### config.mk
export PLATFORM = sky130hd
export DESIGN_NAME = irq_controller
export DESIGN_NICKNAME = d
export VERILOG_FILES = /design/src/rtl/irq_defs.sv /design/src/rtl/rr_arbiter.sv /design/src/rtl/irq_controller.sv
export SDC_FILE = /design/constraint.sdc
export NUM_CORES = 1
export LEC_CHECK = 0
export CORE_ASPECT_RATIO = 0.8
export CORE_MARGIN = 1.5
export CORE_UTILIZATION = 33
export CTS_CLUSTER_DIAMETER = 120
export DETAILED_ROUTE_END_ITERATION = 10
export PLACE_DENSITY_LB_ADDON = 0.08
export SKIP_CTS_REPAIR_TIMING = 1
export SYNTH_ARGS = -nofsm -noshare
export SYNTH_HDL_FRONTEND = slang
export SYNTH_SLANG_ARGS = --single-unit
### constraint.sdc
create_clock -name clk -period 2.6 [get_ports clk]
set_input_delay 0.52 -clock clk [delete_from_list [all_inputs] [get_ports clk]]
set_output_delay 0.52 -clock clk [all_outputs]
set_load 0.05 [all_outputs]
### src/rtl/irq_defs.sv
// Shared constants for the memory-mapped interrupt controller:
// register offsets, ACTIVE layout and FSM state encoding.
package irq_defs;

  localparam logic [1:0] OFF_PEND = 2'd0;
  localparam logic [1:0] OFF_MASK = 2'd1;
  localparam logic [1:0] OFF_ACT  = 2'd2;
  localparam logic [1:0] OFF_EOI  = 2'd3;

  localparam int ACT_BIT = 31;
  localparam int ID_W    = 3;

  typedef enum logic [1:0] {
    S_IDLE = 2'd0,
    S_REQ  = 2'd1,
    S_SVC  = 2'd2
  } state_e;

endpackage

### src/rtl/rr_arbiter.sv
// Round-robin picker: first requesting index at or after ptr_i,
// wrapping modulo N.
module rr_arbiter #(
  parameter int N = 4
) (
  input  logic [N-1:0] req_i,
  input  logic [2:0]   ptr_i,
  output logic [2:0]   gnt_o,
  output logic         any_o
);

  logic [N-1:0] rot;
  int           ofs;
  int           sum;

  // rotate so ptr_i sits at bit 0, then take the lowest set bit
  always_comb begin
    rot = N'({req_i, req_i} >> ptr_i);
    ofs = 0;
    for (int k = N - 1; k >= 0; k--) begin
      if (rot[k]) ofs = k;
    end
    sum = int'(ptr_i) + ofs;
    if (sum >= N) sum = sum - N;
    gnt_o = 3'(sum);
    any_o = |req_i;
  end

endmodule

### src/rtl/irq_controller.sv
// Edge-triggered interrupt controller with PENDING/MASK/ACTIVE/EOI
// registers and a round-robin IDLE/REQ/SERVICE handshake to CP0.
module irq_controller #(
  parameter int          NUM_SRC   = 4,
  parameter logic [31:0] BASE_ADDR = 32'hffff0080
) (
  input  logic               clk,
  input  logic               reset,
  input  logic [NUM_SRC-1:0] irq_src,
  input  logic [31:0]        address,
  input  logic [31:0]        data,
  input  logic               MemRead,
  input  logic               MemWrite,
  input  logic               TakenInterrupt,
  output logic               IrqAddress,
  output logic [31:0]        rd_data,
  output logic               InterruptOut
);

  import irq_defs::*;

  logic [NUM_SRC-1:0] prev_q, pend_q, mask_q;
  logic [NUM_SRC-1:0] pend_d, mask_d;
  logic [NUM_SRC-1:0] edge_w, w1c, sw_pend;
  logic [NUM_SRC-1:0] cur_oh, take_clr;
  state_e             state_q;
  logic [ID_W-1:0]    rr_q, cur_q, nxt_rr;
  logic [ID_W-1:0]    gnt;
  logic               act_q, irq_q, any;
  logic               wr, eoi, cur_hit;
  logic [1:0]         off;
  logic               unused_bits;

  assign IrqAddress   = (address[31:4] == BASE_ADDR[31:4]);
  assign wr           = MemWrite & IrqAddress;
  assign off          = address[3:2];
  assign eoi          = wr && (off == OFF_EOI);
  assign edge_w       = irq_src & ~prev_q;
  assign cur_oh       = NUM_SRC'(1) << cur_q;
  assign InterruptOut = irq_q;
  assign nxt_rr       = (cur_q == ID_W'(NUM_SRC - 1)) ? '0 : cur_q + 1'b1;
  assign unused_bits  = ^{address[1:0], data[31:NUM_SRC]};

  // software view of PENDING/MASK after this cycle's store, and take-clear
  always_comb begin
    w1c = '0;
    if (wr && (off == OFF_PEND)) w1c = data[NUM_SRC-1:0];
    mask_d = mask_q;
    if (wr && (off == OFF_MASK)) mask_d = data[NUM_SRC-1:0];
    sw_pend  = (pend_q & ~w1c) | edge_w;
    cur_hit  = |(sw_pend & mask_d & cur_oh);
    take_clr = '0;
    if (state_q == S_REQ && cur_hit && TakenInterrupt) take_clr = cur_oh;
    pend_d = (sw_pend & ~take_clr) | edge_w;
  end

  // combinational register read port
  always_comb begin
    rd_data = '0;
    if (MemRead && IrqAddress) begin
      unique case (1'b1)
        (off == OFF_PEND): rd_data = 32'(pend_q);
        (off == OFF_MASK): rd_data = 32'(mask_q);
        (off == OFF_ACT): begin
          rd_data[ACT_BIT]  = act_q;
          rd_data[ID_W-1:0] = cur_q;
        end
        (off == OFF_EOI):  rd_data = '0;
      endcase
    end
  end

  rr_arbiter #(.N(NUM_SRC)) u_arb (
    .req_i (pend_q & mask_q),
    .ptr_i (rr_q),
    .gnt_o (gnt),
    .any_o (any)
  );

  // edge detect and software-visible registers
  always_ff @(posedge clk or negedge reset) begin
    if (!reset) begin
      prev_q <= '0;
      pend_q <= '0;
      mask_q <= '0;
    end else begin
      prev_q <= irq_src;
      pend_q <= pend_d;
      mask_q <= mask_d;
    end
  end

  // request/service handshake with registered InterruptOut
  always_ff @(posedge clk or negedge reset) begin
    if (!reset) begin
      state_q <= S_IDLE;
      rr_q    <= '0;
      cur_q   <= '0;
      act_q   <= 1'b0;
      irq_q   <= 1'b0;
    end else begin
      unique case (state_q)
        S_IDLE: begin
          if (any) begin
            state_q <= S_REQ;
            cur_q   <= gnt;
            irq_q   <= 1'b1;
          end
        end
        S_REQ: begin
          if (!cur_hit) begin
            state_q <= S_IDLE;
            irq_q   <= 1'b0;
          end else if (TakenInterrupt) begin
            state_q <= S_SVC;
            act_q   <= 1'b1;
            irq_q   <= 1'b0;
          end
        end
        S_SVC: begin
          if (eoi) begin
            state_q <= S_IDLE;
            act_q   <= 1'b0;
            rr_q    <= nxt_rr;
          end
        end
        default: begin
          state_q <= S_IDLE;
          irq_q   <= 1'b0;
        end
      endcase
    end
  end

endmodule

**Word level (Yosys, flattened, before mapping)**

Cells that the tools add are included.

- Memories: 0
- Flip-flop bits (word level): 22
- Latch bits: 0
- Logic and storage cells: 82
- Output and inout port bits: 34
- Memory bits (writable): 0
- Input port bits: 73
- ROM bits: 0

- Order comparisons: 1
- Bitwise gates (word level): 13
- $mul: 0
- Div/mod/pow operators: 0
- Add/sub/neg operators: 3
- Mux-type cells: 26
- Shift-type cells: 2
- Reduce and logical (&&, ||, !) cells: 17
- Equality and inequality tests: 12

Operators with widths:

| operator | count |
|---|---|
| 32-bit 2-to-1 mux | 1 |
| 28-bit == test, second input constant | 1 |
| 4-bit AND | 6 |
| 2-bit 2-to-1 mux | 8 |
| 4-bit 2-to-1 mux | 3 |
| 4-bit inverter | 3 |
| 3-bit one-hot mux with 4 select lines | 1 |
| 2-bit != test, second input constant | 4 |
| 4-bit OR | 2 |
| 4-bit OR reduction | 2 |
| 8-bit by 3-bit right shift with 4-bit output | 1 |
| 2-bit == test, second input constant | 3 |
| 1-bit logical AND | 6 |
| 1-bit 2-to-1 mux | 6 |
| 3-bit 2-to-1 mux | 2 |
| 1-bit one-hot mux with 2 select lines | 3 |
| 2-bit one-hot mux with 3 select lines | 1 |
| 3-bit AND reduction | 2 |
| 3-bit by 2-bit adder with 4-bit output | 1 |
| 2-bit by 1-bit == test with 1-bit output, second input constant | 2 |
| 4-bit by 3-bit greater-or-equal comparator with 1-bit output, second input constant | 1 |
| 2-bit zero test | 2 |
| 2-bit AND reduction | 2 |
| 4-bit AND reduction | 1 |
| 10 further kinds | 10 |

**Longest topological paths before layout**

Gate-level depths: netlist of the first run.

- Depth after elaboration: 16
- Depth in mapped cells: 10
- Gate-level depth less buffers: 9

**Cells and area by module**

Synthesis of the first run repeated with hierarchy kept, for this count alone.

- Cells, all modules: 190
- Area, all modules: 1752.9 µm²

By module, submodules not included:

| module | area each (µm²) | seq. area each (µm²) | instances | cells an instance |
|---|---|---|---|---|
| irq_controller | 1531.5 | 550.5 | 1 | 167 |
| rr_arbiter | 221.5 | 0.0 | 1 | 23 |

**Worst setup path before layout of the first run**

OpenSTA, ideal clock, no wires.

- Kind: input to output
- Start point: input port address[5]
- End point: output port rd_data[3]
- Stages: 5
- Arrival time: 3.423 ns
- Path buffers: 0
- Setup slack: -1.343 ns
- Cells stage by stage: or4b_1 nor4_1 and2_1 nand2_1 nor3_1

- Cells in the longest elaborated chain, start to end: 3

Ends and longest elaborated chain:

| element | line | source |
|---|---|---|
| start: declaration | irq_controller.sv:10 | `input logic [31:0] address,` |
| 28-bit == test | irq_controller.sv:34 | `assign IrqAddress = (address[31:4] == BASE_ADDR[31:4]);` |
| named net IrqAddress | irq_controller.sv:15 | `output logic IrqAddress,` |
| 1-bit logical AND | irq_controller.sv:60 | `if (MemRead && IrqAddress) begin` |
| 32-bit 2-to-1 mux | irq_controller.sv:60 |  |
| end: declaration | irq_controller.sv:16 | `output logic [31:0] rd_data,` |

The timed path passes the listed nets, and every way through them passes these cells.

**Worst setup path in the final report of the first run**

- Start point: input port address[6]
- End point: output port rd_data[3]

- Cells in the longest elaborated chain, start to end: 3

Ends and longest elaborated chain:

| element | line |
|---|---|
| 28-bit == test | irq_controller.sv:34 |
| 1-bit logical AND | irq_controller.sv:60 |
| 32-bit 2-to-1 mux | irq_controller.sv:60 |

No other way between the ends.

==> impl_metrics.py, run 1 <==
metrics = {
    "die": {
        "die_h_um": 66.4,
        "start_util": 0.353,
        "io_pins": 107,
        "dieArea_um2": 5470,
        "core_area_um2": 4710,
        "die_w_um": 82.3,
        "rows": 22,
    },
    "placed_design": {
        "place_ws_ps": -688,
        "place_hpwl_mm": 3.46,
        "dpl_cell_area_um2": 2400,
        "place_congestion": 0.868,
        "numPortBuffers": 49,
    },
    "critical_path": {
        "worst_setup_path_end_kind": "primary output",
        "worst_path_largest_cell_delay_ps": 540,
        "path_cells": "buf_6 > or4b_4 > buf_6 > nor4_4 > and2_4 > nand2_8 > nor3_4 > buf_12",
        "critPathTopFamily": "simple AND/OR/NAND/NOR gates",
        "startpoint": "address[6]",
        "r2r-start": "rr_q[0]$_DFFE_PN0P_",
        "cp_num_buf_inv": 3,
        "crit_top_cell": "buf_6",
        "ff2ff_path_depth": 9,
        "worst_path_max_delay_cell": "or4b_4",
        "arrival_ps": 2270,
        "cp-endpoint": "rd_data[3]",
        "r2r_slack_ps": 450,
        "required_ps": 2080,
        "rr_endpoint": "cur_q[1]$_DFFE_PN0P_",
        "cp_max_fo": 5,
        "cp_num_cells": 8,
        "critPathKind": "in2out",
        "startpoint_type": "input port",
    },
    "detailed_routing": {
        "drtIter0Drc": 104,
        "via_per_inst": 4.84,
        "vias": 1583,
        "ant_nets": 0,
        "drt-wirelength-per-cell_um": 13.8,
        "wl_mm": 4.50,
        "drcViolationCount": 0,
        "firstDrtPassIters": 4,
    },
    "clock_network": {
        "cts_root_buf": "clkbuf_8",
        "htree_levels": 1,
        "cts.sinks": 22,
        "cts_tree": "built",
        "insertion_delay_ps": 260,
        "clock_path_buffers": 2,
        "cts.clk_slew.worst_paths_ps": 80,
        "cts_buffers": 3,
    },
    "grt": {
        "grt_pass1_wl_mm": 7.09,
        "grt_pass1_vias": 1440,
        "grt_overflow": 0,
        "grt_max_degree": 23,
        "grt_usage": 0.172,
        "antenna_found_initial": 0,
    },
    "timing": {
        "setup_ws_ps": -190,
        "max_freq_mhz": 358,
        "slew_viol_final": 0,
        "final-hold-violation-count": 0,
        "fin_crit_sh": 1.07,
        "fin_skew_ps": 3.70,
        "setup_violations": 9,
        "rsz0062_at_grt": "yes",
        "fin_crit_ps": 2790,
        "worst_hold_slack_ps": 548,
    },
    "finish": {
        "regArea_um2": 551,
        "final_common_cell": "conb_1",
        "num-fill-cells": 425,
        "multiInputGateArea_um2": 1140,
        "nets": 348,
        "stdcell_area_um2": 2690,
        "drive_gt1_frac": 0.247,
        "finalCoreUtilization": 0.571,
        "layout_common_cells": "conb_1 (27), clkdlybuf4s50_1 (26), buf_4 (25)",
        "n_antenna_cell": 0,
        "area_delta_synth_final_pct": 61.9,
    },
    "pwr": {
        "seqPwrFrac": 0.401,
        "switching_share": 0.276,
        "p_leak_uw": 0.00129,
        "p_int_uw": 623,
        "pwr-share-comb": 0.231,
        "p_total_uw": 860,
        "p_switching_uw": 237,
        "p_clk_frac": 0.368,
        "ir_drop_mv": 0.397,
        "powerDensity_nw_per_um2": 320,
    },
    "yosys": {
        "synth_edf_count": 0,
        "synth_seq_cells": 22,
        "postSynthAreaPerCell_um2": 8.69,
        "seq_area_frac_synth": 0.332,
        "synth_cells": 191,
        "syn_area_um2": 1660,
        "ys_warn_count": 0,
        "synth-main-ff-cell": "dfrtp_1",
        "synth_cell_types": 49,
        "ys_async_sr_fraction": 1.00,
    },
    "status": {
        "outcome": "finished with violations",
        "violations": "setup timing",
    },
    "min_path": {
        "hp-class": "reg2reg",
    },
    "run": {
        "timing.max_cap.violations": 0,
    },
}
-- cells in the mapped netlist, types with 2 or more instances --
cell type  count  area, µm²
dfrtp_1       22        551
o21ai_0       11       55.1
a22oi_1        3       22.5
nand4_1        9       56.3
and2_1         2       12.5
buf_4         27        203
a221oi_1       3       26.3
clkbuf_1       3       11.3
a31o_1         2       17.5
inv_1         11       41.3
nand2_1       20       75.1
nand2b_1       5       31.3
nor3b_1        5       37.5
o31ai_1        3       22.5
mux2i_1        7       70.1
nand3_1        3       15.0
nor2_1        14       52.6
ha_1           6       75.1
a21oi_1        5       25.0
-- area by class of cell --
type / instances / share of cell area
clock buffers: 3 / 0.0154
flip-flops and latches: 22 / 0.205
well taps: 60 / 0.0279
inverters: 11 / 0.0154
clock inverters: 1 / 0.0112
repair buffers: 77 / 0.301
multi-input cells: 153 / 0.424
-- flip-flops by register name, indices dropped and copies added, names as in the netlist --
| name | flops |
|---|---|
| prev_q | 4 |
| pend_q | 4 |
| rr_q | 3 |
| mask_q | 4 |
| act_q | 1 |
| InterruptOut | 1 |
| cur_q | 3 |
| state_q | 2 |
-- power by group through the flow --
| stage | Combinational [µW] | Sequential, µW | Clock, µW |
|---|---|---|---|
| floorplan | 139 | 352 | 0 |
| global route | 212 | 346 | 343 |
| CTS | 192 | 345 | 325 |
| finish | 198 | 345 | 316 |
| detailed placement | 192 | 352 | 0 |
| global placement | 192 | 352 | 0 |
-- worst min-delay path by stage --
stage / slack [ps] / cells past startpoint / from / endpoint
2_1_floorplan: 220 / 0 / reset / InterruptOut$_DFFE_PN0P_
3_3_place_gp: 520 / 1 / InterruptOut$_DFFE_PN0P_ / InterruptOut$_DFFE_PN0P_
3_5_place_dp: 510 / 1 / InterruptOut$_DFFE_PN0P_ / InterruptOut$_DFFE_PN0P_
4_1_cts: 540 / 1 / InterruptOut$_DFFE_PN0P_ / InterruptOut$_DFFE_PN0P_
5_1_grt: 590 / 1 / InterruptOut$_DFFE_PN0P_ / InterruptOut$_DFFE_PN0P_
6_report: 550 / 1 / InterruptOut$_DFFE_PN0P_ / InterruptOut$_DFFE_PN0P_
-- worst reg2reg max path, cell delays in order (launching register included) --
cell,delay (ps)
dfrtp_1,570
nand3_1,140
o21a_1,150
o21ai_0,150
o31a_1,150
o21ai_0,80
ha_1,220
fa_1,430
nand2_1,60
o21ai_0,70
-- metal layers --
layer | up-vias | routed length [µm] | track usage
li1 | 784 | - | -
met3 | 2 | 296 | 0.0386
met1 | 731 | 2260 | 0.268
met2 | 66 | 1930 | 0.242
met4 | 0 | 14 | 0.0212
met5 | - | 0 | 0
-- per-stage QoR --
step                TNS, ps  instances
finish                -1010        327
global route          -1930        327
CTS                   -5300        322
detailed placement    -8240        318
global placement      -8120        318
floorplan             -1390        217
-- cell families after synthesis --
logic type | synth area share
AO/OA/AOI/OAI | 0.160
adder cells (fa/ha/maj) | 0.0573
buffers and inverters | 0.157
flip-flops | 0.332
multiplexers | 0.0490
other | 0.00226
AND/OR/NAND/NOR | 0.243
Note: power is estimated with default switching activity, not from simulation.
==> inputs of run 2 (changes only) <==
SLEW_MARGIN = 20   (was unset)
==> results of run 2 <==
Final layout, timing and power as in run 1 (identical DEF).
